`config.mk`:
```
export PLATFORM = sky130hd
export DESIGN_NAME = fir_stim_master_flat
export DESIGN_NICKNAME = d
export VERILOG_FILES = /design/src/rtl/fir_stim_master_if.sv /design/src/rtl/fir_stim_master.sv /design/src/flat_wrapper.sv
export SDC_FILE = /design/constraint.sdc
export NUM_CORES = 1
export LEC_CHECK = 0
export BUFFER_PORTS_ARGS = -buffer_cell sky130_fd_sc_hd__buf_2
export CAP_MARGIN = 20
export CORE_ASPECT_RATIO = 1.25
export CORE_MARGIN = 2
export CORE_UTILIZATION = 30
export CTS_BUF_LIST = sky130_fd_sc_hd__clkbuf_4 sky130_fd_sc_hd__clkbuf_8
export DETAILED_ROUTE_END_ITERATION = 6
export PLACE_DENSITY_LB_ADDON = 0.08
export SLEW_MARGIN = 10
export SYNTH_ARGS = -nofsm -noshare
export SYNTH_HDL_FRONTEND = slang
export SYNTH_SLANG_ARGS = --single-unit
```
`constraint.sdc`:
```
create_clock -name clk -period 3.7 [get_ports clk]
set_input_delay 0.74 -clock clk [delete_from_list [all_inputs] [get_ports clk]]
set_output_delay 0.74 -clock clk [all_outputs]
set_load 0.05 [all_outputs]
```
`src/rtl/fir_stim_master_if.sv`:
```
// AXI-stream-style sample link between the stimulus master and the FIR input.
// Ports: tdata/tvalid/tlast driven by the master, tready driven by the slave.
// The master modport is used by fir_stim_master; the slave modport is used by the FIR side.
interface fir_stim_master_if #(
    parameter int DATA_W = 6
);
    logic [DATA_W-1:0] tdata;
    logic              tvalid;
    logic              tready;
    logic              tlast;

    modport master (output tdata, output tvalid, output tlast, input tready);
    modport slave  (input tdata, input tvalid, input tlast, output tready);
endinterface

```
`src/rtl/fir_stim_master.sv`:
```
// Purpose: on-chip FIR self-stimulus source; emits impulse/step/ramp/LFSR bursts over m_axis.
// Latency: start sampled in cycle t -> first beat valid in t+1; rate_div idle cycles between beats.
// Backpressure: beat (tdata/tlast) held with tvalid high until tready; LFSR/idx advance only on handshake.
// Ports: clk, reset (sync, active high), start, mode[1:0], len[CNT_W], rate_div[DIV_W],
//        m_axis (master modport: tdata, tvalid, tlast out; tready in), busy, done.
// Option: define FIR_STIM_ABORT_EN to add the 'abort' input (early burst termination).
module fir_stim_master #(
    parameter int         DATA_W    = 6,
    parameter int         CNT_W     = 8,
    parameter int         DIV_W     = 8,
    parameter logic [5:0] LFSR_SEED = 6'h2D
) (
    input  logic               clk,
    input  logic               reset,
    input  logic               start,
    input  logic [1:0]         mode,
    input  logic [CNT_W-1:0]   len,
    input  logic [DIV_W-1:0]   rate_div,
    fir_stim_master_if.master  m_axis,
    output logic               busy,
    output logic               done
`ifdef FIR_STIM_ABORT_EN
    ,
    input  logic               abort
`endif
);

    typedef enum logic [1:0] {S_IDLE, S_SEND, S_WAIT, S_DONE} state_t;

    localparam logic [DATA_W-1:0] PEAK = DATA_W'(6'h1F);

    state_t            r_state;
    logic [1:0]        r_mode;
    logic [CNT_W-1:0]  r_len;
    logic [DIV_W-1:0]  r_rate;
    logic [CNT_W-1:0]  r_idx;
    logic [DIV_W-1:0]  r_gap;
    logic [5:0]        r_lfsr;
    logic [DATA_W-1:0] r_tdata;
    logic              r_tvalid;
    logic              r_tlast;
    logic              r_busy;
    logic              r_done;
    logic              r_abort_pend;

    logic              w_hs;
    logic              w_abort;
    logic [CNT_W-1:0]  w_idx_inc;
    logic [5:0]        w_lfsr_shift;

`ifdef FIR_STIM_ABORT_EN
    assign w_abort = abort;
`else
    assign w_abort = 1'b0;
`endif

    assign w_hs         = r_tvalid & m_axis.tready;
    assign w_idx_inc    = r_idx + CNT_W'(1);
    // Fibonacci x^6 + x^5 + 1: feedback from the two top taps into bit 0.
    assign w_lfsr_shift = {r_lfsr[4:0], r_lfsr[5] ^ r_lfsr[4]};

    assign m_axis.tdata  = r_tdata;
    assign m_axis.tvalid = r_tvalid;
    assign m_axis.tlast  = r_tlast;
    assign busy          = r_busy;
    assign done          = r_done;

    function automatic logic [DATA_W-1:0] f_sample(input logic [1:0]       m,
                                                   input logic [CNT_W-1:0] n,
                                                   input logic [5:0]       l);
        logic [DATA_W-1:0] v;
        case (m)
            2'd0:    v = (n == '0) ? PEAK : '0;
            2'd1:    v = PEAK;
            2'd2:    v = DATA_W'(n[5:0]);
            default: v = DATA_W'(l);
        endcase
        return v;
    endfunction

    always_ff @(posedge clk) begin
        if (reset) begin
            r_state      <= S_IDLE;
            r_mode       <= '0;
            r_len        <= '0;
            r_rate       <= '0;
            r_idx        <= '0;
            r_gap        <= '0;
            r_lfsr       <= LFSR_SEED;
            r_tdata      <= '0;
            r_tvalid     <= 1'b0;
            r_tlast      <= 1'b0;
            r_busy       <= 1'b0;
            r_done       <= 1'b0;
            r_abort_pend <= 1'b0;
        end else begin
            case (r_state)
                S_IDLE: begin
                    r_done       <= 1'b0;
                    r_abort_pend <= 1'b0;
                    if (start) begin
                        r_mode <= mode;
                        r_len  <= len;
                        r_rate <= rate_div;
                        r_idx  <= '0;
                        r_lfsr <= LFSR_SEED;
                        r_busy <= 1'b1;
                        if (len != '0) begin
                            r_state  <= S_SEND;
                            r_tvalid <= 1'b1;
                            r_tdata  <= f_sample(mode, '0, LFSR_SEED);
                            r_tlast  <= (len == CNT_W'(1));
                        end else begin
                            r_state <= S_DONE;
                            r_done  <= 1'b1;
                        end
                    end
                end
                S_SEND: begin
                    // An abort during a stalled beat only takes effect after that beat is accepted.
                    if (w_abort) r_abort_pend <= 1'b1;
                    if (w_hs) begin
                        r_idx  <= w_idx_inc;
                        r_lfsr <= w_lfsr_shift;
                        if (r_tlast || r_abort_pend || w_abort) begin
                            r_state  <= S_DONE;
                            r_tvalid <= 1'b0;
                            r_tlast  <= 1'b0;
                            r_done   <= 1'b1;
                        end else if (r_rate == '0) begin
                            r_tdata <= f_sample(r_mode, w_idx_inc, w_lfsr_shift);
                            r_tlast <= (w_idx_inc == r_len - CNT_W'(1));
                        end else begin
                            r_state  <= S_WAIT;
                            r_tvalid <= 1'b0;
                            r_tlast  <= 1'b0;
                            r_gap    <= DIV_W'(1);
                        end
                    end
                end
                S_WAIT: begin
                    // r_gap counts the idle cycles already spent; idx/LFSR were advanced at the handshake.
                    if (w_abort) begin
                        r_state <= S_DONE;
                        r_done  <= 1'b1;
                    end else if (r_gap == r_rate) begin
                        r_state  <= S_SEND;
                        r_tvalid <= 1'b1;
                        r_tdata  <= f_sample(r_mode, r_idx, r_lfsr);
                        r_tlast  <= (r_idx == r_len - CNT_W'(1));
                    end else begin
                        r_gap <= r_gap + DIV_W'(1);
                    end
                end
                default: begin
                    r_state <= S_IDLE;
                    r_done  <= 1'b0;
                    r_busy  <= 1'b0;
                end
            endcase
        end
    end

endmodule

```
`src/flat_wrapper.sv`:
```
// flat-port wrapper written by rule: the top's interface ports become plain ports
module fir_stim_master_flat 
#(
    parameter int         DATA_W    = 6,
    parameter int         CNT_W     = 8,
    parameter int         DIV_W     = 8,
    parameter logic [5:0] LFSR_SEED = 6'h2D
)
  (clk, reset, start, mode, len, rate_div, busy, done, m_axis_tdata, m_axis_tvalid, m_axis_tlast, m_axis_tready);
  fir_stim_master_if #(.DATA_W(DATA_W)) m_axis_i ();
  input  logic clk;
  input  logic reset;
  input  logic start;
  input  logic [1:0] mode;
  input  logic [CNT_W-1:0] len;
  input  logic [DIV_W-1:0] rate_div;
  output logic busy;
  output logic done;
  output wire logic [$bits(m_axis_i.tdata)-1:0] m_axis_tdata;
  output wire logic [$bits(m_axis_i.tvalid)-1:0] m_axis_tvalid;
  output wire logic [$bits(m_axis_i.tlast)-1:0] m_axis_tlast;
  input wire logic [$bits(m_axis_i.tready)-1:0] m_axis_tready;
  assign m_axis_tdata = m_axis_i.tdata;
  assign m_axis_tvalid = m_axis_i.tvalid;
  assign m_axis_tlast = m_axis_i.tlast;
  assign m_axis_i.tready = m_axis_tready;
  fir_stim_master #(.DATA_W(DATA_W), .CNT_W(CNT_W), .DIV_W(DIV_W), .LFSR_SEED(LFSR_SEED)) u_core (.clk(clk), .reset(reset), .start(start), .mode(mode), .len(len), .rate_div(rate_div), .m_axis(m_axis_i), .busy(busy), .done(done));
endmodule
```
Word level (Yosys, flattened, before mapping). Cells that the tools add are included.

Word-level logic and storage cells: 111. Bits in registers: 52. Bits of input ports: 22. Output and inout port bits: 10.

$add $sub $neg: 3. Bitwise operators: 4. Equal/unequal tests: 20. Reductions and logical operators: 21. Multiplexer cells: 51.

Operator list (count): 6-bit one-hot mux with 3 select lines (3); 6-bit 2-to-1 mux (8); 8-bit 2-to-1 mux (6); 8-bit one-hot mux with 2 select lines (2); 8-bit equality test (3); 8-bit zero test (3); 6-bit one-hot mux with 2 select lines (2); 1-bit 2-to-1 mux (17); 8-bit by 1-bit adder with 8-bit output (second input constant) (2); 2-bit 2-to-1 mux (6); 5-bit 2-to-1 mux (2); 2-bit by 1-bit != test with 1-bit output (second input constant) (5); 5-bit AND reduction (2); 1-bit one-hot mux with 3 select lines (3); 8-bit by 1-bit equality test with 1-bit output (second input constant) (1); 2-bit != test (second input constant) (4); 8-bit nonzero test (1); 8-bit by 1-bit subtractor with 8-bit output (second input constant) (1); 7-bit AND reduction (1); 2-bit by 1-bit equality test with 1-bit output (second input constant) (3); 2-bit equality test (second input constant) (3); 2-bit zero test (3); 2-bit one-hot mux with 3 select lines (1); 3-bit AND reduction (2); other kinds (11) (15).

Longest topological paths before layout.
Depth after elaboration: 8. Depth in mapped cells: 9. Depth with buffers taken out: 8.

Least setup slack after synthesis. OpenSTA, ideal clock, no wires.

Path kind: input to register. Start: input port len[4]. End: register u_core.r_tdata[3], in the netlist u_core.m_axis.tdata[3]. Path buffers: 1. Required time: 3588 ps. Library setup time: 112 ps. Path slack: 1417 ps. Stages on the path: 7. Arrival: 2171 ps. Path through: nor4_2 -> nand4_1 -> nor2b_1 -> and4_1 -> buf_4 -> and3_1 -> a2111oi_1.

Word-level cells in the longest chain between the ends: 3.

RTL lines: from (decl) (line flat_wrapper.sv:15) `input logic [CNT_W-1:0] len;`; 8-bit nonzero test (line fir_stim_master.sv:108) `if (len != '0) begin`; 2-bit by 1-bit != test with 1-bit output (no source line); 7-bit AND reduction (no source line); to (signal assigned) (line fir_stim_master.sv:111) `r_tdata <= f_sample(mode, '0, LFSR_SEED);`; to (signal assigned) (line fir_stim_master.sv:131) `r_tdata <= f_sample(r_mode, w_idx_inc, w_lfsr_shift);`; to (signal assigned) (line fir_stim_master.sv:149) `r_tdata <= f_sample(r_mode, r_idx, r_lfsr);`; to (decl) (line fir_stim_master.sv:39) `logic [DATA_W-1:0] r_tdata;`.

Every way passes these cells. A chain may end at the register's enable or synchronous reset.

Worst setup path in the final report.
Start: register u_core.r_idx[2]. End: register u_core.r_tdata[2], in the netlist u_core.m_axis.tdata[2].

Word-level cells in the longest chain between the ends: 8. Elaborated cells on any way between the ends: 12. Classes of those cells: 1 x add/sub; 9 x mux; 2 x reduce/logical.

RTL lines: from (decl) (line fir_stim_master.sv:36) `logic [CNT_W-1:0] r_idx;`; from (signal assigned) (line fir_stim_master.sv:123) `r_idx <= w_idx_inc;`; 8-bit by 1-bit adder with 8-bit output (line fir_stim_master.sv:58) `assign w_idx_inc = r_idx + CNT_W'(1);`; 8-bit zero test (line fir_stim_master.sv:73) `2'd0: v = (n == '0) ? PEAK : '0;`; 5-bit 2-to-1 mux (line fir_stim_master.sv:73); 6-bit one-hot mux with 3 select lines (line fir_stim_master.sv:72) `case (m)`; 6-bit 2-to-1 mux (line fir_stim_master.sv:130) `end else if (r_rate == '0) begin`; 6-bit 2-to-1 mux (line fir_stim_master.sv:125) `if (r_tlast || r_abort_pend || w_abort) begin`; 6-bit 2-to-1 mux (line fir_stim_master.sv:122) `if (w_hs) begin`; 6-bit one-hot mux with 3 select lines (*) (line fir_stim_master.sv:97) `case (r_state)`.

Mark *: on every way between the ends. The rest lies on a longest branch, timed or not. The select of a mux whose other input is x is not followed.

==> impl_metrics.env <==
export IMPL_run_status="complete, no violations"
export IMPL_routed_wl_um=9180
export IMPL_setup_fix_buffers_added_after_clock_tree_synthesis=0
export IMPL_layout_drive_gt1_share_pct=12.1
export IMPL_ordered_list_of_cells_on_the_worst_path="nand3_1, nor3_1, xor2_1, o41ai_2, o2111ai_1, a41oi_1"
export IMPL_crit_path_max_incr_delay_ps=590
export IMPL_critPathKind="reg2reg"
export IMPL_synth_avg_cell_area_um2=7.79
export IMPL_post_route_drc_count=0
export IMPL_initial_utilization_pct=30.5
export IMPL_layout_cells_non_filler=562
export IMPL_synth_yosys_seq_area_share_pct=32.5
export IMPL_commonest_cells_after_routing_fill_and_taps_aside="sky130_fd_sc_hd__nand2_1, sky130_fd_sc_hd__dfxtp_1, sky130_fd_sc_hd__a21oi_1"
export IMPL_count_of_flip_flops_with_a_built_in_enable_after_synthesis=0
export IMPL_p_int_mw=1.42
export IMPL_total_die_area_um2=11500
export IMPL_p_leak_nw=1.35
export IMPL_synth_warnings=0
export IMPL_netlist_top_cells_area="sky130_fd_sc_hd__dfxtp_1, sky130_fd_sc_hd__xnor2_1, sky130_fd_sc_hd__nand2_1"
export IMPL_area_of_the_mapped_netlist_um2=3200
export IMPL_maxClockFrequency_mhz=378
export IMPL_combinationalPowerShare_pct=47.0
export IMPL_design_core_area_um2=10500
export IMPL_worst_path_slowest_cell="sky130_fd_sc_hd__dfxtp_1"
export IMPL_ff2ff_path_depth=6
export IMPL_crit_reg2reg_launch="u_core.r_idx[2]"
export IMPL_ctsResizeCount=0
export IMPL_number_of_cells_after_detailed_placement=554
export IMPL_timing_critical_path_from_type="register"
export IMPL_timing_hold_violations_final=0
export IMPL_drt_iter0_markers=95
export IMPL_cts_tree="done"
export IMPL_most_common_cell_after_layout_fill_and_taps_aside="sky130_fd_sc_hd__nand2_1"
export IMPL_max_slew_worst_pin_slew_ps=804
export IMPL_synthDominantAreaCellType="sky130_fd_sc_hd__dfxtp_1"
export IMPL_worst_slack_ps=1060
export IMPL_synth_cells=411
export IMPL_final_period_minus_worst_setup_slack_ps=2640
export IMPL_tritoncts_num_buffers=5
export IMPL_yosys_cell_types_count=62
export IMPL_grt_max_degree=29
export IMPL_post_placement_worst_setup_slack_ps=1100
export IMPL_first_global_vias=2905
export IMPL_worst_endpoint_arrival_ps=2880
export IMPL_cts_buffer_depth=2
export IMPL_rsz0062_at_grt="false"
export IMPL_nets=460
export IMPL_num_fill_cells=1163
export IMPL_cts_sinks=52
export IMPL_fin_crit_sh_pct=71.4
export IMPL_gp_congestion=0.795
export IMPL_grt_overflow_total=0
export IMPL_clkTransAtPathRegs_ps=100
export IMPL_layout_area_overhead_vs_synth_pct=12.8
export IMPL_die_x_extent_um=96.4
export IMPL_num_vias=2962
export IMPL_grt_antenna_before_repair=0
export IMPL_fin_tns_setup_ps=0
export IMPL_cp_required_ps=3940
export IMPL_die_height_um=119
export IMPL_layout_core_utilization_pct=34.4
export IMPL_cts_hold_fix_buffers=0
export IMPL_synth_fp_nets=442
export IMPL_average_wire_length_per_cell_after_detail_routing_um=16.3
export IMPL_min_delay_path_class="reg2reg"
export IMPL_fin_worst_skew_ps=7.51
export IMPL_vdd_ir_drop_max_mv=0.230
export IMPL_wire_length_of_the_first_global_routing_pass_um=15300
export IMPL_sequentialPowerShare_pct=31.3
export IMPL_yosys_most_used_dff="sky130_fd_sc_hd__dfxtp_1"
export IMPL_number_of_cell_rows=42
export IMPL_clock_tree_root_cell="sky130_fd_sc_hd__clkbuf_8"
export IMPL_port_buffers=31
export IMPL_whs_ps=480
export IMPL_vias_per_cell=5.27
export IMPL_cts_max_level=2
export IMPL_async_flop_share_pct=0
export IMPL_slew_limit_headroom_pct=46.4
export IMPL_worstSetupEndpointType="register"
export IMPL_tritonroute_pass_1_iters=4
export IMPL_whs_path_depth=2
export IMPL_grt_total_usage_pct=17.2
export IMPL_timing_final_max_slew_violations=0
export IMPL_worst_setup_path_startpoint="u_core.r_idx[2]"
export IMPL_detailedPlacementHpwl_um=6960
export IMPL_cellPowerDensity_nw_per_um2=695
export IMPL_switching_share_pct=43.5
export IMPL_antenna_diode_count=0
export IMPL_postRouteAntennaNets=0
export IMPL_cap_violations=0
export IMPL_synth_ff_latch_count=52
export IMPL_path_max_fanout=11
export IMPL_ios=32
export IMPL_switching_power_mw=1.09
export IMPL_setup_viol=0
export IMPL_clock_latency_ps=310
export IMPL_share_clk_of_total_power_pct=21.6
export IMPL_synth_top_cell_area_share_pct=32.5
export IMPL_timing_hold_worst_start="u_core.r_len[7]"
## critical path, delay by kind of cell, from the launching register on
kind / cells / cell delay, ps
AOI/OAI and AO/OA: 3 / 1130
xor gates and xnor gates: 1 / 200
DFF: 1 / 590
and+or+nand+nor: 2 / 640
## per-stage QoR
stage,total power [mW],instance area [um^2]
final,2.51,3610
after global routing,2.70,3610
after CTS,2.54,3610
after detailed placement,1.99,3450
after global placement,1.99,3450
after floorplan,1.69,3200
## logic make-up (layout without fill, tap and decap cells)
logic type | after synthesis | in the layout | synth area share [%]
adder cells (fa/ha/maj) | 9 | 9 | 3.52
XOR/XNOR | 40 | 40 | 11.6
flip-flops | 52 | 52 | 32.5
AND/OR/NAND/NOR | 171 | 171 | 26.4
multiplexers | 1 | 1 | 0.352
buffers and inverters | 40 | 59 | 4.85
AO/OA/AOI/OAI | 98 | 98 | 20.7
## Yosys cell counts, types with 4 or more instances
cell                        n
sky130_fd_sc_hd__nand3_1   15
sky130_fd_sc_hd__nand4_1   11
sky130_fd_sc_hd__o21bai_1   5
sky130_fd_sc_hd__nor3_1    10
sky130_fd_sc_hd__ha_1       9
sky130_fd_sc_hd__a21oi_1   35
sky130_fd_sc_hd__a21o_1     4
sky130_fd_sc_hd__xor2_1    11
sky130_fd_sc_hd__nor3b_1    4
sky130_fd_sc_hd__inv_1     16
sky130_fd_sc_hd__nor2_1    34
sky130_fd_sc_hd__a211oi_1   4
sky130_fd_sc_hd__and2_1     5
sky130_fd_sc_hd__o21ai_1    4
sky130_fd_sc_hd__o21ai_0   10
sky130_fd_sc_hd__clkbuf_1  20
sky130_fd_sc_hd__xnor2_1   27
sky130_fd_sc_hd__dfxtp_1   52
sky130_fd_sc_hd__a22oi_1    6
sky130_fd_sc_hd__nand2_1   60
sky130_fd_sc_hd__and3_1     4
sky130_fd_sc_hd__nor2b_1    5
## metal layers
layer,GRT usage (%),share of wire [%],vias to the layer above
met2,30.3,51,72
met5,0,0,-
met3,2.59,3.5,19
met1,21.0,43,1380
li1,-,-,1491
met4,5.37,2.4,0
## power groups by stage
stage / combinational [mW] / clock [mW] / sequential (mW)
floorplan: 0.803 / 0 / 0.888
global placement: 1.19 / 0 / 0.802
detailed placement: 1.18 / 0 / 0.803
CTS: 1.19 / 0.560 / 0.789
global route: 1.31 / 0.580 / 0.808
finish: 1.18 / 0.543 / 0.787
## state kept, by name (all words and copies together) (netlist names)
| signal | cells |
|---|---|
| u_core.m_axis.tdata | 6 |
| u_core.m_axis.tlast | 1 |
| u_core.r_state | 2 |
| u_core.r_idx | 8 |
| u_core.r_lfsr | 6 |
| u_core.r_mode | 2 |
| u_core.m_axis.tvalid | 1 |
| u_core.r_rate | 8 |
| u_core.r_len | 8 |
| u_core.r_gap | 8 |
| u_core.busy | 1 |
| u_core.done | 1 |
## worst paths after layout
| check | slack (ps) | endpoint |
|---|---|---|
| setup / recovery | 1060 | u_core.m_axis.tdata[2] |
| hold / removal | 480 | u_core.r_len[7] |
| setup reg to reg | 1060 | u_core.m_axis.tdata[2] |
| hold reg to reg | 480 | u_core.r_len[7] |
## cell type report
type	instances	area, um^2	area share (%)
clock buffers	5	68.8	1.91
clock inverters	3	90.1	2.49
inverters	17	63.8	1.77
multi-input cells	319	2000	55.5
flip-flops and latches	52	1040	28.8
well taps	132	165	4.57
repair buffers	34	178	4.92
(Power assumes the default switching activity.)
